==> src/rtl/cacheline_burst_adapter.sv <==
// Cache-line to pmem burst adapter: moves one whole cache line as a
// BURST_LEN-beat read or write burst on the physical-memory interface.
module cacheline_burst_adapter #(
  parameter int BURST_LEN        = 4,
  parameter int CACHE_LINE_WIDTH = 256,
  localparam int BURST_WIDTH     = CACHE_LINE_WIDTH / BURST_LEN
) (
  input  logic                        clk,
  input  logic                        rst_n,
  input  logic                        line_read,
  input  logic                        line_write,
  input  logic [31:0]                 line_addr,
  input  logic [CACHE_LINE_WIDTH-1:0] line_wdata,
  output logic [CACHE_LINE_WIDTH-1:0] line_rdata,
  output logic                        line_resp,
  output logic                        pmem_read,
  output logic                        pmem_write,
  output logic [31:0]                 pmem_addr,
  output logic [BURST_WIDTH-1:0]      pmem_wdata,
  input  logic                        pmem_resp,
  input  logic [BURST_WIDTH-1:0]      pmem_rdata
);

  localparam int CNT_W = (BURST_LEN > 1) ? $clog2(BURST_LEN) : 1;
  localparam logic [CNT_W-1:0] LAST_BEAT = CNT_W'(BURST_LEN - 1);
  // Byte-offset bits inside a line are dropped so pmem only sees aligned lines.
  localparam logic [31:0] ADDR_MASK = ~32'(CACHE_LINE_WIDTH / 8 - 1);

  typedef enum logic [1:0] {
    S_IDLE,
    S_READ,
    S_WRITE,
    S_DONE
  } state_t;

  state_t                 state_q;
  logic [CNT_W-1:0]       cnt_q;
  logic [BURST_WIDTH-1:0] wbuf_q  [BURST_LEN];
  logic [BURST_WIDTH-1:0] rbeat_q [BURST_LEN];
  logic                   pmem_read_q;
  logic                   pmem_write_q;
  logic [31:0]            pmem_addr_q;
  logic                   line_resp_q;
  logic [31:0]            addr_aligned_d;

  assign addr_aligned_d = line_addr & ADDR_MASK;

  assign pmem_read  = pmem_read_q;
  assign pmem_write = pmem_write_q;
  assign pmem_addr  = pmem_addr_q;
  assign line_resp  = line_resp_q;

  // Current write beat is selected straight from the counter so beat 0 is
  // already on the bus in the first WRITE cycle.
  assign pmem_wdata = wbuf_q[cnt_q];

  // Captured read beats are presented as one flat line.
  for (genvar gi = 0; gi < BURST_LEN; gi++) begin : g_rdata
    assign line_rdata[gi*BURST_WIDTH +: BURST_WIDTH] = rbeat_q[gi];
  end

  // Burst FSM: accepts a line request, counts beats on pmem_resp, pulses done.
  always_ff @(posedge clk or negedge rst_n) begin
    if (!rst_n) begin
      state_q      <= S_IDLE;
      cnt_q        <= '0;
      pmem_read_q  <= 1'b0;
      pmem_write_q <= 1'b0;
      pmem_addr_q  <= '0;
      line_resp_q  <= 1'b0;
      for (int i = 0; i < BURST_LEN; i++) begin
        wbuf_q[i]  <= '0;
        rbeat_q[i] <= '0;
      end
    end else begin
      case (state_q)
        S_IDLE: begin
          line_resp_q <= 1'b0;
          if (line_write) begin
            for (int i = 0; i < BURST_LEN; i++) begin
              wbuf_q[i] <= line_wdata[i*BURST_WIDTH +: BURST_WIDTH];
            end
            pmem_addr_q  <= addr_aligned_d;
            cnt_q        <= '0;
            pmem_write_q <= 1'b1;
            state_q      <= S_WRITE;
          end else if (line_read) begin
            pmem_addr_q <= addr_aligned_d;
            cnt_q       <= '0;
            pmem_read_q <= 1'b1;
            state_q     <= S_READ;
          end
        end
        S_READ: begin
          if (pmem_resp) begin
            rbeat_q[cnt_q] <= pmem_rdata;
            if (cnt_q == LAST_BEAT) begin
              // Drop the request on this very edge so memory never sees a
              // second read start.
              pmem_read_q <= 1'b0;
              line_resp_q <= 1'b1;
              state_q     <= S_DONE;
            end else begin
              cnt_q <= cnt_q + 1'b1;
            end
          end
        end
        S_WRITE: begin
          if (pmem_resp) begin
            if (cnt_q == LAST_BEAT) begin
              pmem_write_q <= 1'b0;
              line_resp_q  <= 1'b1;
              state_q      <= S_DONE;
            end else begin
              cnt_q <= cnt_q + 1'b1;
            end
          end
        end
        S_DONE: begin
          line_resp_q <= 1'b0;
          state_q     <= S_IDLE;
        end
        default: begin
          state_q <= S_IDLE;
        end
      endcase
    end
  end

endmodule

==> config.mk <==
export PLATFORM = sky130hd
export DESIGN_NAME = cacheline_burst_adapter
export DESIGN_NICKNAME = d
export VERILOG_FILES = /design/src/rtl/cacheline_burst_adapter.sv
export SDC_FILE = /design/constraint.sdc
export NUM_CORES = 1
export LEC_CHECK = 0
export ABC_AREA = 1
export BUFFER_PORTS_ARGS = -buffer_cell sky130_fd_sc_hd__buf_2
export CORE_AREA = 2 2 279 281
export CTS_CLUSTER_DIAMETER = 120
export DETAILED_ROUTE_END_ITERATION = 10
export DIE_AREA = 0 0 281 283
export HOLD_SLACK_MARGIN = 0.08
export PLACE_DENSITY_LB_ADDON = 0.12
export SYNTH_ARGS = -nofsm -noshare
export SYNTH_HDL_FRONTEND = slang
export SYNTH_SLANG_ARGS = --single-unit
export TNS_END_PERCENT = 30
==> constraint.sdc <==
create_clock -name clk -period 1.7 [get_ports clk]
set_input_delay 0.255 -clock clk [delete_from_list [all_inputs] [get_ports clk]]
set_output_delay 0.255 -clock clk [all_outputs]
set_load 0.01 [all_outputs]
After elaboration in Yosys (flattened, before gate mapping). Cells that the tools add are included.

Register bits after elaboration: 551. Bits of input ports: 357. Output and inout port bits: 355. Logic and storage cells: 77.

Add/subtract/negate cells: 1. $lt $le $gt $ge: 2. Eq/ne operators: 15. Muxes and demuxes: 28. Bitwise logic cells: 1. Reduce and logical (&&, ||, !) cells: 16.

Operators by type and width (count): $bwmux W256 (1); $mux W64 (3); $bmux W64 S2 (1); $demux W64 S2 (1); $mux W32 (2); $mux W2 (8); $ne A2 B2 Y1 const B (8); $reduce_and A2 Y1 (4); $reduce_and A4 Y1 (2); $reduce_bool A2 Y1 (4); $mux W1 (7); $eq A2 B2 Y1 const B (3); $pmux W1 S2 (3); $pmux W2 S3 (1); $reduce_and A5 Y1 (1); $ne A2 B1 Y1 const B (2); $pmux W2 S2 (1); $reduce_or A2 Y1 (2); $ge A3 B3 Y1 const B (1); $lt A3 B1 Y1 const B (1); $ne A3 B3 Y1 const B (1); $not A2 Y3 (1); $reduce_and A3 Y1 (1); $add A2 B1 Y2 const B (1); 3 further kinds (3).

Depth between registers and ports, before layout.
Word-level depth: 6. Mapped depth: 9. Gate-level depth less buffers: 8.

Least setup slack after synthesis. No wires, ideal clock.

Kind: register to register. Start point: register cnt_q[0]. End point: register rbeat_q, in the netlist line_rdata[10]. Library setup time: 0.123 ns. Arrival: 1.496 ns. Required time: 1.577 ns. Slack: 0.081 ns. Stages on the path, launching flop included: 10. Buffers on the path: 4. Clock period less this slack: 1.619 ns. Path through: dfrtp_1 -> inv_1 -> buf_4 -> buf_2 -> ha_1 -> nand3_2 -> buf_6 -> buf_2 -> nand2_1 -> o21ai_1.

Cells in the longest elaborated chain, start to end: 6. Elaborated cells between the ends (all ways): 7. Those cells by class: order compare (2); mux (3); bitwise (1); reduce/logical (1).

RTL lines: start: declaration (line 37) `logic [CNT_W-1:0] cnt_q;`; start signal: assignment (line 104) `cnt_q <= cnt_q + 1'b1;`; start signal: assignment (line 115) `cnt_q <= cnt_q + 1'b1;`; $not A2 Y3 (implied by the code) * (line 96) `rbeat_q[cnt_q] <= pmem_rdata;`; $ge A3 B3 Y1 (implied by the code) / $lt A3 B1 Y1 (equally long branches) (line 96); $logic_and A1 B1 Y1 (implied by the code) (line 96); $mux W64 (implied by the code) (line 96); $demux W64 S2 * (line 96); $bwmux W256 * (line 96); end signal: indexed assignment (line 96); end: declaration (line 39) `logic [BURST_WIDTH-1:0] rbeat_q [BURST_LEN];`.

Every way passes the cells marked *; elsewhere a longest branch is shown, timed or not. A chain may end at the register's enable or synchronous reset.

Final worst setup path.
Start point: register cnt_q[0]. End point: output port pmem_wdata[30].

Cells in the longest elaborated chain, start to end: 4.

RTL lines: $not A2 Y3 (implied by the code) (line 55) `assign pmem_wdata = wbuf_q[cnt_q];`; $bmux W64 S2 (line 55); $mux W64 (implied by the code) (2 in a row) (line 55); end: declaration (line 19) `output logic [BURST_WIDTH-1:0] pmem_wdata,`.

Every way passes these cells. The select of a mux whose other input is x is not followed.

==> impl_metrics.csv <==
group,metric,value,unit
clock_network,cts_root_buf,"clkbuf_16",
yosys,synth_top_family_by_area,"simple AND/OR/NAND/NOR gates",
global_routing,grt_usage,21.2,%
detailed_routing,initialDrtViolationCount,1301,
setup_path,path_buf_inv,5,
yosys,avgSynthCellArea,8.95,um2
detailed_routing,drc,0,
timing,hold_viol_final,0,
run,max-cap-violations,0,
timing,slew_violations,0,
global_routing,overflow,0,
timing,finalSetupViolCount,237,
yosys,synthAdderAreaFrac,0.552,%
timing,fmax,0.434,GHz
power,power_switching_share,38.3,%
clock_network,cts_buffers,66,
detailed_routing,vias,21811,
setup_path,setup.worst_path.start_class,"flop",
placement,pre_cts_ws,-0.104,ns
setup_path,arrival,2.05,ns
placement,placed_area,28000,um2
setup_path,worstSetupStartpoint,"cnt_q[0]",
timing,period_needed,2.30,ns
clock_network,clock_sinks,546,
power,clkPwrFrac,22.4,%
timing,layout_worst_path_cycle_share,135,%
clock_network,path_clk_slew,0.06,ns
timing,layout_setup_ws,-0.603,ns
clock_network,clk_path_buf_depth,3,
floorplan,num_rows,102,
yosys,synth-seq-area-share,60.3,%
layout,post-route-util,46.9,%
global_routing,grt_max_degree,65,
floorplan,dieArea,79500,um2
yosys,ys_seq_elements,546,
yosys,synth_xor_area_share,0,%
detailed_routing,first_pass_iters,5,
power,vdd_drop_max,0.000826,V
detailed_routing,wl,87600,um
layout,syn_to_final_growth,58.7,%
floorplan,ios,712,
power,p_int,39.8,mW
min_path,hp-class,"in2async",
yosys,syn_inst,2532,
placement,gp_congestion,0.830,
global_routing,grt_pass1_vias,22344,
status,violations,"negative setup slack",
detailed_routing,vias_per_cell,4.57,
layout,fin_area,36000,um2
yosys,synth-compound-area-share,11.5,%
yosys,synth_area_leader_cell,"dfrtp_1",
timing,skew,0.0281,ns
setup_path,cpMostUsedCell,"buf_12",
setup_path,worstSetupEndpointType,"output port",
status,status,"complete, but fails checks",
setup_path,reg2reg_from,"cnt_q[0]",
global_routing,antenna_found_initial,17,
power,combPwrFrac,42.4,%
placement,place_hpwl,59200,um
power,powerDensity,1800,nW/um2
setup_path,crit_family,"buffers and inverters",
yosys,synth_area,22700,um2
power,power.leakage,18.7,nW
clock_network,cts_tree,"yes",
setup_path,critPathMaxStageDelay,0.54,ns
floorplan,fp.dieW,281,um
yosys,yosysTopAreaCellShare,60.3,%
yosys,yosys_warnings,0,
yosys,synth_simple_gate_area_share,21.4,%
yosys,synth_area_leaders,"dfrtp_1, nand2_1, o21ai_1, o21ai_0, o21ai_2",
floorplan,fp.coreArea,76700,um2
power,power,64.5,mW
detailed_routing,detail-route-antenna-nets,0,
detailed_routing,avgRoutedWirePerCell,18.3,um
timing,holdWs,0.109,ns
setup_path,cp_slowest_cell,"dfrtp_4",
clock_network,cts_max_level,3,
placement,io_buffer_count,701,
yosys,muxShareOfSynthArea,0,%
setup_path,r2r_slack,-0.15,ns
floorplan,dieHeight,283,um
floorplan,start_util,29.5,%
setup_path,crit_required,1.44,ns
global_routing,grt_pass1_wl,131000,um
power,pwr-share-seq,35.2,%
layout,layout-drive-gt1-share,33.6,%
setup_path,critPathKind,"reg2out",
power,p_sw,24.7,mW
setup_path,path_cells,"clkinv_8 -> buf_12 -> buf_12 -> buf_6 -> nor2_2 -> o22ai_2 -> buf_2",
clock_network,insertion_delay,0.61,ns
timing,rsz0062_at_grt,"true",
layout,final_nets,4047,
setup_path,crit_fanout,5,
yosys,yosysUniqueCellTypes,22,
==> worst paths after layout <==
check	endpoint	depth (start not counted)
worst min-delay path	line_rdata[10]	2
worst max register to register	line_rdata[178]	10
worst max-delay path	pmem_wdata[30]	7
min in group clk	state_q[0]	4
max in group asynchronous	line_rdata[35]	4
worst min register to register	wbuf_q[131]	2
==> cells in the final DEF (no fill, tap or decap), types with 5 or more instances in the layout <==
cell           instances
nand2_1             1064
buf_2                686
dfrtp_1              544
dlygate4sd3_1        350
o21ai_1              240
o21ai_2              110
nor2_1                90
buf_4                 85
inv_1                 78
clkbuf_16             77
buf_12                60
o22ai_2               43
o21ai_0               33
nand2_2               33
nand3_1               32
nor2_2                27
buf_6                 25
o22ai_1               19
clkbuf_8              16
buf_16                16
nor2_4                14
buf_8                 11
diode_2               10
clkbuf_1               9
o21ai_4                8
clkinv_2               6
conb_1                 5
bufinv_16              5
==> cell families after synthesis <==
kind of cell             after synthesis
flip-flops                           546
AO/OA/AOI/OAI                        457
buffers and inverters                247
AND/OR/NAND/NOR                     1271
adder cells (fa/ha/maj)               10
other                                  1
==> synthesized netlist by cell type <==
master / count
buf_2: 67
a21oi_1: 2
inv_2: 1
o21ai_0: 135
buf_6: 41
nor2_1: 131
ha_1: 10
buf_4: 25
dfrtp_1: 546
inv_1: 80
conb_1: 1
clkbuf_1: 31
o21a_1: 1
buf_1: 2
nand2_2: 3
nand4_1: 4
o21ai_2: 60
nand3_1: 32
nand3_2: 4
o22ai_1: 63
o21ai_1: 196
nand2_1: 1097
==> layer usage <==
| metal | up-vias | wire length, um | GRT usage, % |
|---|---|---|---|
| li1 | 10392 | - | - |
| met1 | 10586 | 36600 | 26.6 |
| met5 | - | 80 | 0 |
| met3 | 151 | 5120 | 4.48 |
| met4 | 12 | 2960 | 8.21 |
| met2 | 670 | 42900 | 35.7 |
==> cell type report <==
| type | count | area, um2 |
|---|---|---|
| Clock buffer | 93 | 1960 |
| Fill cell | 7380 | 40700 |
| Multi-Input combinational cell | 1743 | 8510 |
| Tap cell | 1040 | 1300 |
| Sequential cell | 546 | 13700 |
| Antenna cell | 10 | 25.0 |
| Inverter | 81 | 329 |
| Timing Repair Buffer | 1242 | 9890 |
| Clock inverter | 20 | 278 |
==> registers in the layout, indices dropped and copies added, names as in the netlist <==
register / flops
pmem_read: 1
pmem_addr: 27
line_rdata: 256
cnt_q: 2
pmem_write: 1
wbuf_q: 256
line_resp: 1
state_q: 2
==> metrics by stage <==
step                      instances  TNS (ns)
after floorplan                2536         0
after global placement         4240     -3.86
after detailed placement       4240     -7.26
after CTS                      4737    -45.99
after global routing           4773    -70.07
final                          4775    -49.32
==> what timing repair did <==
| action | in CTS | in global routing |
|---|---|---|
| cloned | 12 | 10 |
| setup buffers | 23 | 20 |
| gates resized for setup | 225 | 182 |
| setup endpoints to repair | 243 | 307 |
| pin swaps | 43 | 19 |
| hold endpoints to repair | 867 | 0 |
| hold buffers | 350 | 0 |
==> power groups by stage <==
stage	logic [mW]	clock network [mW]	registers, mW
2_1_floorplan	11.2	0	23.2
3_3_place_gp	22.7	0	22.2
3_5_place_dp	22.9	0	22.4
4_1_cts	26.2	14.8	22.5
5_1_grt	30.0	15.5	23.4
6_report	27.3	14.5	22.7
(Power assumes the default switching activity.)
